File: src/rtl/addsub_flag_buffer_if.sv
// rtl/addsub_flag_buffer_if.sv - result handshake bundle between adder/subtractor and flag buffer
interface addsub_flag_buffer_if #(
   parameter int n = 4
);
   logic         in_valid;
   logic         in_ready;
   logic [n-1:0] in_s;
   logic         in_c_out;
   logic         in_x_msb;
   logic         in_y_msb;
   logic         in_add_n;
   logic         out_valid;
   logic         out_ready;
   logic [n-1:0] out_s;
   logic         out_z;
   logic         out_n;
   logic         out_c;
   logic         out_v;

   modport master (
      output in_valid, in_s, in_c_out, in_x_msb, in_y_msb, in_add_n, out_ready,
      input  in_ready, out_valid, out_s, out_z, out_n, out_c, out_v
   );

   modport slave (
      input  in_valid, in_s, in_c_out, in_x_msb, in_y_msb, in_add_n, out_ready,
      output in_ready, out_valid, out_s, out_z, out_n, out_c, out_v
   );
endinterface

File: src/rtl/addsub_flag_buffer.sv
// rtl/addsub_flag_buffer.sv - Z/N/C/V flag derivation with 2-entry result FIFO and op counter
module addsub_flag_buffer #(
   parameter int n  = 4,
   parameter int CW = 8
) (
   input  logic                 clk,
   input  logic                 rst,
   addsub_flag_buffer_if.slave  bus,
   output logic [CW-1:0]        op_count
);
   typedef struct packed {
      logic [n-1:0] s;
      logic         z;
      logic         nf;
      logic         c;
      logic         v;
   } entry_t;

   entry_t       mem_q [2];
   entry_t       wr_entry;
   entry_t       head;
   logic         wr_ptr_q, wr_ptr_d;
   logic         rd_ptr_q, rd_ptr_d;
   logic [1:0]   occ_q, occ_d;
   logic [CW-1:0] cnt_q, cnt_d;
   logic         push, pop;

   // in_ready looks only at registered occupancy, so a pop never frees a slot in the same cycle
   assign bus.in_ready  = (occ_q != 2'd2) & ~rst;
   assign bus.out_valid = (occ_q != 2'd0);
   assign push = bus.in_valid & bus.in_ready;
   assign pop  = bus.out_valid & bus.out_ready;

   always_comb begin
      wr_entry    = '0;
      wr_entry.s  = bus.in_s;
      wr_entry.z  = (bus.in_s == '0);
      wr_entry.nf = bus.in_s[n-1];
      wr_entry.c  = bus.in_c_out ^ bus.in_add_n;
      wr_entry.v  = (bus.in_x_msb == (bus.in_y_msb ^ bus.in_add_n)) &
                    (bus.in_s[n-1] != bus.in_x_msb);
   end

   always_comb begin
      occ_d    = occ_q;
      wr_ptr_d = wr_ptr_q;
      rd_ptr_d = rd_ptr_q;
      cnt_d    = cnt_q;
      if (push) begin
         wr_ptr_d = ~wr_ptr_q;
         cnt_d    = cnt_q + CW'(1);
      end
      if (pop) begin
         rd_ptr_d = ~rd_ptr_q;
      end
      if (push && !pop) begin
         occ_d = occ_q + 2'd1;
      end else if (pop && !push) begin
         occ_d = occ_q - 2'd1;
      end
   end

   always_ff @(posedge clk or posedge rst) begin
      if (rst) begin
         mem_q[0] <= '0;
         mem_q[1] <= '0;
         wr_ptr_q <= 1'b0;
         rd_ptr_q <= 1'b0;
         occ_q    <= 2'd0;
         cnt_q    <= '0;
      end else begin
         if (push) begin
            mem_q[wr_ptr_q] <= wr_entry;
         end
         wr_ptr_q <= wr_ptr_d;
         rd_ptr_q <= rd_ptr_d;
         occ_q    <= occ_d;
         cnt_q    <= cnt_d;
      end
   end

   assign head      = mem_q[rd_ptr_q];
   assign bus.out_s = head.s;
   assign bus.out_z = head.z;
   assign bus.out_n = head.nf;
   assign bus.out_c = head.c;
   assign bus.out_v = head.v;
   assign op_count  = cnt_q;
endmodule

File: src/flat_wrapper.sv
// flat-port wrapper written by rule: the top's interface ports become plain ports
module addsub_flag_buffer_flat 
#(
   parameter int n  = 4,
   parameter int CW = 8
)
  (clk, rst, op_count, bus_in_valid, bus_in_s, bus_in_c_out, bus_in_x_msb, bus_in_y_msb, bus_in_add_n, bus_out_ready, bus_in_ready, bus_out_valid, bus_out_s, bus_out_z, bus_out_n, bus_out_c, bus_out_v);
  addsub_flag_buffer_if #(.n(n)) bus_i ();
  input  logic clk;
  input  logic rst;
  output logic [CW-1:0] op_count;
  input wire logic [$bits(bus_i.in_valid)-1:0] bus_in_valid;
  input wire logic [$bits(bus_i.in_s)-1:0] bus_in_s;
  input wire logic [$bits(bus_i.in_c_out)-1:0] bus_in_c_out;
  input wire logic [$bits(bus_i.in_x_msb)-1:0] bus_in_x_msb;
  input wire logic [$bits(bus_i.in_y_msb)-1:0] bus_in_y_msb;
  input wire logic [$bits(bus_i.in_add_n)-1:0] bus_in_add_n;
  input wire logic [$bits(bus_i.out_ready)-1:0] bus_out_ready;
  output wire logic [$bits(bus_i.in_ready)-1:0] bus_in_ready;
  output wire logic [$bits(bus_i.out_valid)-1:0] bus_out_valid;
  output wire logic [$bits(bus_i.out_s)-1:0] bus_out_s;
  output wire logic [$bits(bus_i.out_z)-1:0] bus_out_z;
  output wire logic [$bits(bus_i.out_n)-1:0] bus_out_n;
  output wire logic [$bits(bus_i.out_c)-1:0] bus_out_c;
  output wire logic [$bits(bus_i.out_v)-1:0] bus_out_v;
  assign bus_i.in_valid = bus_in_valid;
  assign bus_i.in_s = bus_in_s;
  assign bus_i.in_c_out = bus_in_c_out;
  assign bus_i.in_x_msb = bus_in_x_msb;
  assign bus_i.in_y_msb = bus_in_y_msb;
  assign bus_i.in_add_n = bus_in_add_n;
  assign bus_i.out_ready = bus_out_ready;
  assign bus_in_ready = bus_i.in_ready;
  assign bus_out_valid = bus_i.out_valid;
  assign bus_out_s = bus_i.out_s;
  assign bus_out_z = bus_i.out_z;
  assign bus_out_n = bus_i.out_n;
  assign bus_out_c = bus_i.out_c;
  assign bus_out_v = bus_i.out_v;
  addsub_flag_buffer #(.n(n), .CW(CW)) u_core (.clk(clk), .rst(rst), .bus(bus_i), .op_count(op_count));
endmodule
File: config.mk
export PLATFORM = sky130hd
export DESIGN_NAME = addsub_flag_buffer_flat
export DESIGN_NICKNAME = d
export VERILOG_FILES = /design/src/rtl/addsub_flag_buffer_if.sv /design/src/rtl/addsub_flag_buffer.sv /design/src/flat_wrapper.sv
export SDC_FILE = /design/constraint.sdc
export NUM_CORES = 1
export LEC_CHECK = 0
export CORE_ASPECT_RATIO = 1.5
export CORE_UTILIZATION = 40
export DETAILED_ROUTE_END_ITERATION = 8
export PLACE_DENSITY = 0.69
export SETUP_SLACK_MARGIN = 0.5
export SLEW_MARGIN = 10
export SYNTH_ARGS = -nofsm -noshare
export SYNTH_HDL_FRONTEND = slang
export SYNTH_SLANG_ARGS = --single-unit
File: constraint.sdc
create_clock -name clk -period 1.7 [get_ports clk]
set_input_delay 0.34 -clock clk [delete_from_list [all_inputs] [get_ports clk]]
set_output_delay 0.34 -clock clk [all_outputs]
set_load 0.01 [all_outputs]
---- Yosys cells after proc, flatten, opt, wreduce, memory -nomap -nowiden ----
Index checks and enable logic that the tools add are counted.
cells by class
  $add $sub $neg .......................... 3
  $lt $le $gt $ge ......................... 3
  equality and inequality tests ........... 3
  muxes and demuxes ....................... 8
  bitwise operators ....................... 11
  reduce and logical (&&, ||, !) cells .... 8
operators with widths
  kind                                                                   number
  8-bit 2-to-1 mux                                                       4
  16-bit bitwise mux                                                     1
  8-bit by 1-bit adder with 8-bit output (second input constant)         1
  8-bit demux with 1-bit select                                          1
  1-bit AND                                                              4
  2-bit >= comparator (second input constant)                            2
  4-bit logical NOT                                                      1
  2-bit 2-to-1 mux                                                       2
  1-bit NOT with 2-bit output                                            2
  2-bit nonzero test                                                     2
  1-bit logical AND                                                      3
  1-bit NOT                                                              3
  2-bit by 1-bit adder with 2-bit output (second input constant)         1
  1-bit logical NOT                                                      2
  2-bit by 1-bit < comparator with 1-bit output (second input constant)  1
  2-bit inequality test (second input constant)                          1
  2-bit by 1-bit subtractor with 2-bit output (second input constant)    1
  1-bit bitwise XOR                                                      2
  1-bit == test                                                          1
  1-bit inequality test                                                  1
storage, ports and cells
  flip-flop bits (word level) ............. 28
  output and inout bits ................... 18
  logic and storage cells ................. 50

---- Depth between registers and ports, before layout ----
Gate-level depths: netlist of run 1.
  word-level depth ........................ 7
  mapped depth ............................ 7
  mapped depth without buffers ............ 7

---- Worst setup path after synthesis of run 1 ----
Ideal clock, no wire load.
  path kind ............................... input port to output port
  from .................................... input port rst
  to ...................................... output port bus_in_ready
  arrival time ............................ 1.171 ns
  slack ................................... 0.189 ns
  stages .................................. 2
  cell sequence ........................... inv_1 and2_1
on the way
  longest elaborated chain between the ends .. 2
RTL lines
  item         RTL line                  text
  from (decl)  flat_wrapper.sv:10        input logic rst;
  1-bit NOT    addsub_flag_buffer.sv:29  assign bus.in_ready = (occ_q != 2'd2) & ~rst;
  1-bit AND    addsub_flag_buffer.sv:29
  to (decl)    flat_wrapper.sv:19        output wire logic [$bits(bus_i.in_ready)-1:0] bus_in_ready;
Every way passes these cells.

---- Worst setup path in the final report of run 1 ----
  from .................................... register u_core.rd_ptr_q
  to ...................................... output port bus_out_v
on the way
  longest elaborated chain between the ends .. 4
RTL lines
  item                                                  RTL line                  text
  from (decl)                                           addsub_flag_buffer.sv:23  logic rd_ptr_q, rd_ptr_d;
  from (signal assigned)                                addsub_flag_buffer.sv:76  rd_ptr_q <= rd_ptr_d;
  1-bit NOT with 2-bit output (not written as such)     addsub_flag_buffer.sv:82  assign head = mem_q[rd_ptr_q];
  8-bit 2-to-1 mux (not written as such) (3 in series)  addsub_flag_buffer.sv:82
  to (decl)                                             flat_wrapper.sv:25        output wire logic [$bits(bus_i.out_v)-1:0] bus_out_v;
Every way passes these cells. The select of a mux whose other input is x is not followed.

==> results of run 1 <==
## per-layer routing
metal  vias up  track usage, %
met4         0            4.63
met1       454            21.2
met2        18            34.1
li1        429               -
met5         -               0
met3         2            1.55
## worst max path at each step
stage	cells after the start	from	slack, ns	end
after floorplan	7	u_core.occ_q[0]	0.31	u_core.occ_q[1]
after global placement	4	rst	-0.21	bus_in_ready
after detailed placement	8	rst	-0.25	u_core.occ_q[1]
after CTS	3	u_core.rd_ptr_q	0.07	bus_out_v
after global routing	3	u_core.rd_ptr_q	0.05	bus_out_v
final	3	u_core.rd_ptr_q	0.08	bus_out_v
## cells by family after synthesis
kind of cell / count (synthesis) / synth area share [%]
buffers and inverters: 4 / 1.91
xor gates and xnor gates: 14 / 9.84
AOI/OAI and AO/OA: 1 / 0.502
adders and majority gates: 2 / 2.01
muxes: 21 / 21.1
and+or+nand+nor: 25 / 12.5
DFF: 26 / 52.2
## power by group through the flow
stage | logic [mW] | registers, mW | clock network (mW)
after CTS | 1.89 | 1.08 | 0.398
after detailed placement | 1.41 | 1.15 | 0
final | 2.01 | 1.09 | 0.389
after global placement | 1.38 | 1.14 | 0
after global routing | 2.15 | 1.12 | 0.420
after floorplan | 0.895 | 1.10 | 0
## repair_timing
item / 4_1_cts / 5_1_grt
pin swaps: 14 / 7
hold buffers: 0 / 0
gates resized for setup: 104 / 16
endpoints found under the setup margin: 43 / 35
buffers inserted: 19 / 1
## worst register-to-register path, stage by stage, from the launching register on
cell	delay, ns
dfrtp_1	0.40
buf_6	0.12
nand2b_4	0.14
nand2_4	0.11
inv_8	0.05
ha_4	0.15
xor2_1	0.14
nor2_1	0.17
xor2_1	0.17
## placed cells by master (no fill, tap or decap), drive strengths merged
cell type       n
xor2            5
o22ai           1
nand2b          2
and2            2
clkdlybuf4s50   9
dlygate4sd2     2
xnor2           9
buf            44
clkbuf          4
nand2           8
and4            1
nand4           3
nand3           2
nor4            1
and2b           1
mux2           21
or2             1
and3            1
dfrtp          26
inv             1
clkinvlp        1
ha              2
nor2            3
## cell type report
class,instances,share of cell area [%]
well taps,39,2.41
flip-flops and latches,26,32.2
repair buffers,55,25.7
inverters,2,0.925
multi-input cells,63,36.0
clock buffers,4,2.71
## registers in the layout, summed over array words and instances, names as in the netlist
register,count
u_core.rd_ptr_q,1
u_core.wr_ptr_q,1
u_core.mem_q,14
u_core.occ_q,2
u_core.op_count,8
==> results.yml, run 1 <==
outcome:
  status: "completed"
routing:
  wl_met3_um: 72
  wl_per_cell_um: 15.2
  antenna_left: 0
  dr.first_iter.drc_count: 1
  first_pass_iters: 2
  met1_length_mm: 1.15
  num_vias: 903
  wl_mm: 2.87
  wl_met2_mm: 1.64
  vias_per_cell: 4.78
  topRoutingLayerUsed: "met4"
  drc: 0
timing:
  rsz0062_at_grt: "true"
  slew_headroom_pct: 75.5
  fmax_mhz: 618
  timing.hold.ws_ns: 0.311
  fin_ws_ns: 0.0808
  period_share_pct: 95.2
  tightest_slew_ns: 0.367
  fin_tns_setup_ns: 0
  drv_slew: 0
  hold_viol: 0
  setup-violations-final: 0
  skew_ns: 0.00364
  min_period_ns: 1.62
logic_synthesis:
  netlist_top_cells_area: "dfrtp_1 52%, mux2_2 13%, mux2_4 8.4%"
  synth-async-reset-ratio_pct: 100
  netlist_area_um2: 1250
  ys.flop_type: "dfrtp_1"
  synth.distinct_cells: 25
  ys_ff_latch: 26
  yosysWarnings: 0
  synth_area_per_cell_um2: 13.4
  synth_fp_nets: 107
  synth_most_common_cell: "dfrtp_1"
  synth_edf_count: 0
  synth_seq_area_share_pct: 52.2
  yosys.area.top_type: "dfrtp_1"
  synthCells: 93
  synth_common_cells: "26 x dfrtp_1, 14 x mux2_2, 9 x xnor2_1"
  netlist.area_leader.share_pct: 52.2
layout:
  n_antenna_cell: 0
  utilization_pct: 68.9
  final_net_count: 165
  design_area_um2: 2030
  layout.cells.non_filler: 189
  drive_above_1_share_pct: 60.7
  area_growth_pct: 62.8
  multiInputGateArea_um2: 731
  seq_area_um2: 653
  n_fill_cell: 232
run:
  cap_violations: 0
clock_tree:
  path_clk_slew_ns: 0.09
  root_buffer: "clkbuf_8"
  clock-sinks: 26
  clk_latency_ns: 0.26
  h-tree-depth: 1
  cts_tree: "yes"
  numCtsBuffers: 3
  clk_path_buf_depth: 2
placement:
  place_area_um2: 1690
  port_buffers: 29
  dpl.hpwl_mm: 1.75
  dp_cells: 165
  gp_congestion: 0.743
  post-place-ws_ns: -0.254
worst_setup_path:
  cp-end-kind: "primary output"
  crit_family: "flip-flops"
  r2r_start: "u_core.occ_q[0]"
  r2r_cells: 8
  worst-endpoint-arrival_ns: 1.28
  cp_cell_sequence: "buf_6 -> mux2_4 -> buf_6"
  cpMostUsedCell: "buf_6"
  cp-start-kind: "flip-flop"
  required_ns: 1.36
  slowest_stage: "dfrtp_2"
  setup.worst_path.class: "flip-flop to primary output"
  rrSetupSlack_ns: 0.18
  cp_num_buf_inv: 2
  crit_fanout: 4
  r2r-end: "u_core.occ_q[1]"
  slowest_delay_ns: 0.45
pwr:
  combPwrFrac_pct: 57.7
  p_sw_share_pct: 32.6
  switchingPower_mw: 1.14
  leakage_nw: 1.00
  seq_power_share_pct: 31.2
  powerDensity_nw_per_um2: 1720
  clkPwrFrac_pct: 11.1
  power_mw: 3.49
  peakVddDrop_mv: 1.17
  p_int_mw: 2.35
floorplan:
  rows: 24
  die-area_um2: 3350
  start_util_pct: 42.3
  core-area_um2: 2940
  die_h_um: 70.4
  die_w_um: 47.6
  io_pins: 30
global_route:
  grt_max_degree: 27
  grt_remaining_overflow: 0
  grt_util_all_layers_pct: 18.4
  grt_pass1_vias: 996
  antenna_found_initial: 0
  grt_pass1_wl_mm: 4.51
worst_hold_path:
  hold_class: "input pin to asynchronous set/reset pin"
No activity file was read; power rests on OpenSTA's default activity.
==> inputs of run 2 (changes only) <==
Settings changed: CAP_MARGIN set to 30, SKIP_LAST_GASP set to 1.
==> results of run 2 <==
The final DEF is identical to that of run 1; final timing and power are the same.
==> inputs of run 3 (changes only) <==
Settings changed: CAP_MARGIN 30 to not set, PLACE_DENSITY 0.69 to not set, PLACE_DENSITY_LB_ADDON set to 0.25.
==> results.yml, run 3 (synthesized netlist as in run 1, its figures left out) <==
outcome:
  status: "completed"
routing:
  vias_per_cell: 4.81
  num_vias: 909
  antenna_left: 0
  wl_per_cell_um: 13.6
  wl_mm: 2.57
  first_pass_iters: 4
  drc: 0
  dr.first_iter.drc_count: 3
global_route:
  grt_remaining_overflow: 0
  grt_max_degree: 27
  grt_pass1_vias: 1010
  grt_pass1_wl_mm: 4.39
  grt_util_all_layers_pct: 17.6
  antenna_found_initial: 0
placement:
  dp_cells: 165
  place_area_um2: 1690
  port_buffers: 29
  post-place-ws_ns: -0.230
  gp_congestion: 0.686
  dpl.hpwl_mm: 1.67
clock_tree:
  root_buffer: "clkbuf_8"
  clock-sinks: 26
  h-tree-depth: 1
  hold_buffers: 0
  numCtsBuffers: 3
  cts_tree: "yes"
  path_clk_slew_ns: 0.09
  clk_latency_ns: 0.27
  clk_path_buf_depth: 2
layout:
  n_antenna_cell: 0
  layout_common_cells: "24 x dfrtp_1, 20 x mux2_4, 18 x buf_6"
  design_area_um2: 2030
  n_fill_cell: 223
  final_net_count: 165
  top_register: "u_core.mem_q"
  area_growth_pct: 62.7
  layout.cells.non_filler: 189
  final_common_cell: "dfrtp_1"
  largest_reg_flops: 14
  seq_area_um2: 653
  drive_above_1_share_pct: 59.3
  multiInputGateArea_um2: 709
timing:
  tightest_slew_ns: 0.357
  hold_viol: 0
  fmax_mhz: 603
  fin_ws_ns: 0.0428
  drv_slew: 0
  period_share_pct: 97.5
  skew_ns: 0.00101
  rsz0062_at_grt: "true"
  setup-violations-final: 0
  fin_tns_setup_ns: 0
  slew_headroom_pct: 76.0
  min_period_ns: 1.66
pwr:
  leakage_nw: 0.991
  peakVddDrop_mv: 1.00
  powerDensity_nw_per_um2: 1730
worst_setup_path:
  cp-end-kind: "primary output"
  r2r_cells: 8
  rrSetupSlack_ns: 0.20
  crit_fanout: 6
  setup.worst_path.class: "flip-flop to primary output"
  crit_start: "u_core.rd_ptr_q"
  r2r-end: "u_core.occ_q[1]"
  worst-endpoint-arrival_ns: 1.32
  r2r_start: "u_core.occ_q[0]"
  required_ns: 1.36
  crit_end: "bus_out_z"
  cp-start-kind: "flip-flop"
floorplan:
  die_w_um: 47.6
  io_pins: 30
  start_util_pct: 42.3
  rows: 24
  core-area_um2: 2940
  die-area_um2: 3350
  die_h_um: 70.4
worst_hold_path:
  hold_class: "input pin to asynchronous set/reset pin"
run:
  cap_violations: 0
[run 3: power by group]
part           switching [mW]  total, mW  internal (mW)
Combinational           0.692       1.91           1.22
Clock                   0.193      0.508          0.315
Sequential              0.200       1.09          0.885
Total                    1.09       3.51           2.42
[run 3: area by class of cell]
type                            count  area share, %
Multi-Input combinational cell     63           35.0
Sequential cell                    26           32.2
Timing Repair Buffer               55           25.9
Tap cell                           39           2.41
Clock buffer                        3           2.04
Clock inverter                      1           1.48
Inverter                            2          0.926
[run 3: critical path, stage by stage (launching register included)]
cell and delay [ns]:
dfrtp_2 0.48, buf_6 0.15, mux2_4 0.30, buf_6 0.12
[run 3: worst min-delay path by stage]
stage	endpoint	start
final	u_core.occ_q[1]	rst
after detailed placement	u_core.op_count[6]	u_core.op_count[6]
after floorplan	u_core.mem_q[0]	rst
after CTS	u_core.op_count[1]	rst
after global placement	u_core.op_count[7]	u_core.op_count[7]
after global routing	u_core.mem_q[11]	rst
[run 3: per-layer routing]
metal	global-route usage, %	routed length, µm	up-vias
met5	0	0	-
met4	5.86	44	0
met3	2.58	116	6
met2	30.3	1390	23
met1	21.4	1020	448
li1	-	-	432
[run 3: through the flow]
step	hold slack (ns)	utilization (%)	total power [mW]
floorplan	0.233	-	1.99
global placement	0.462	57.4	2.51
detailed placement	0.487	57.4	2.54
CTS	0.325	65.4	3.36
global route	0.353	68.9	3.72
finish	0.309	68.9	3.51
[run 3: timing repair]
item,CTS,global route
buffers inserted,17,3
resized for setup,99,15
endpoints found under the setup margin,43,33
pin swaps,16,7
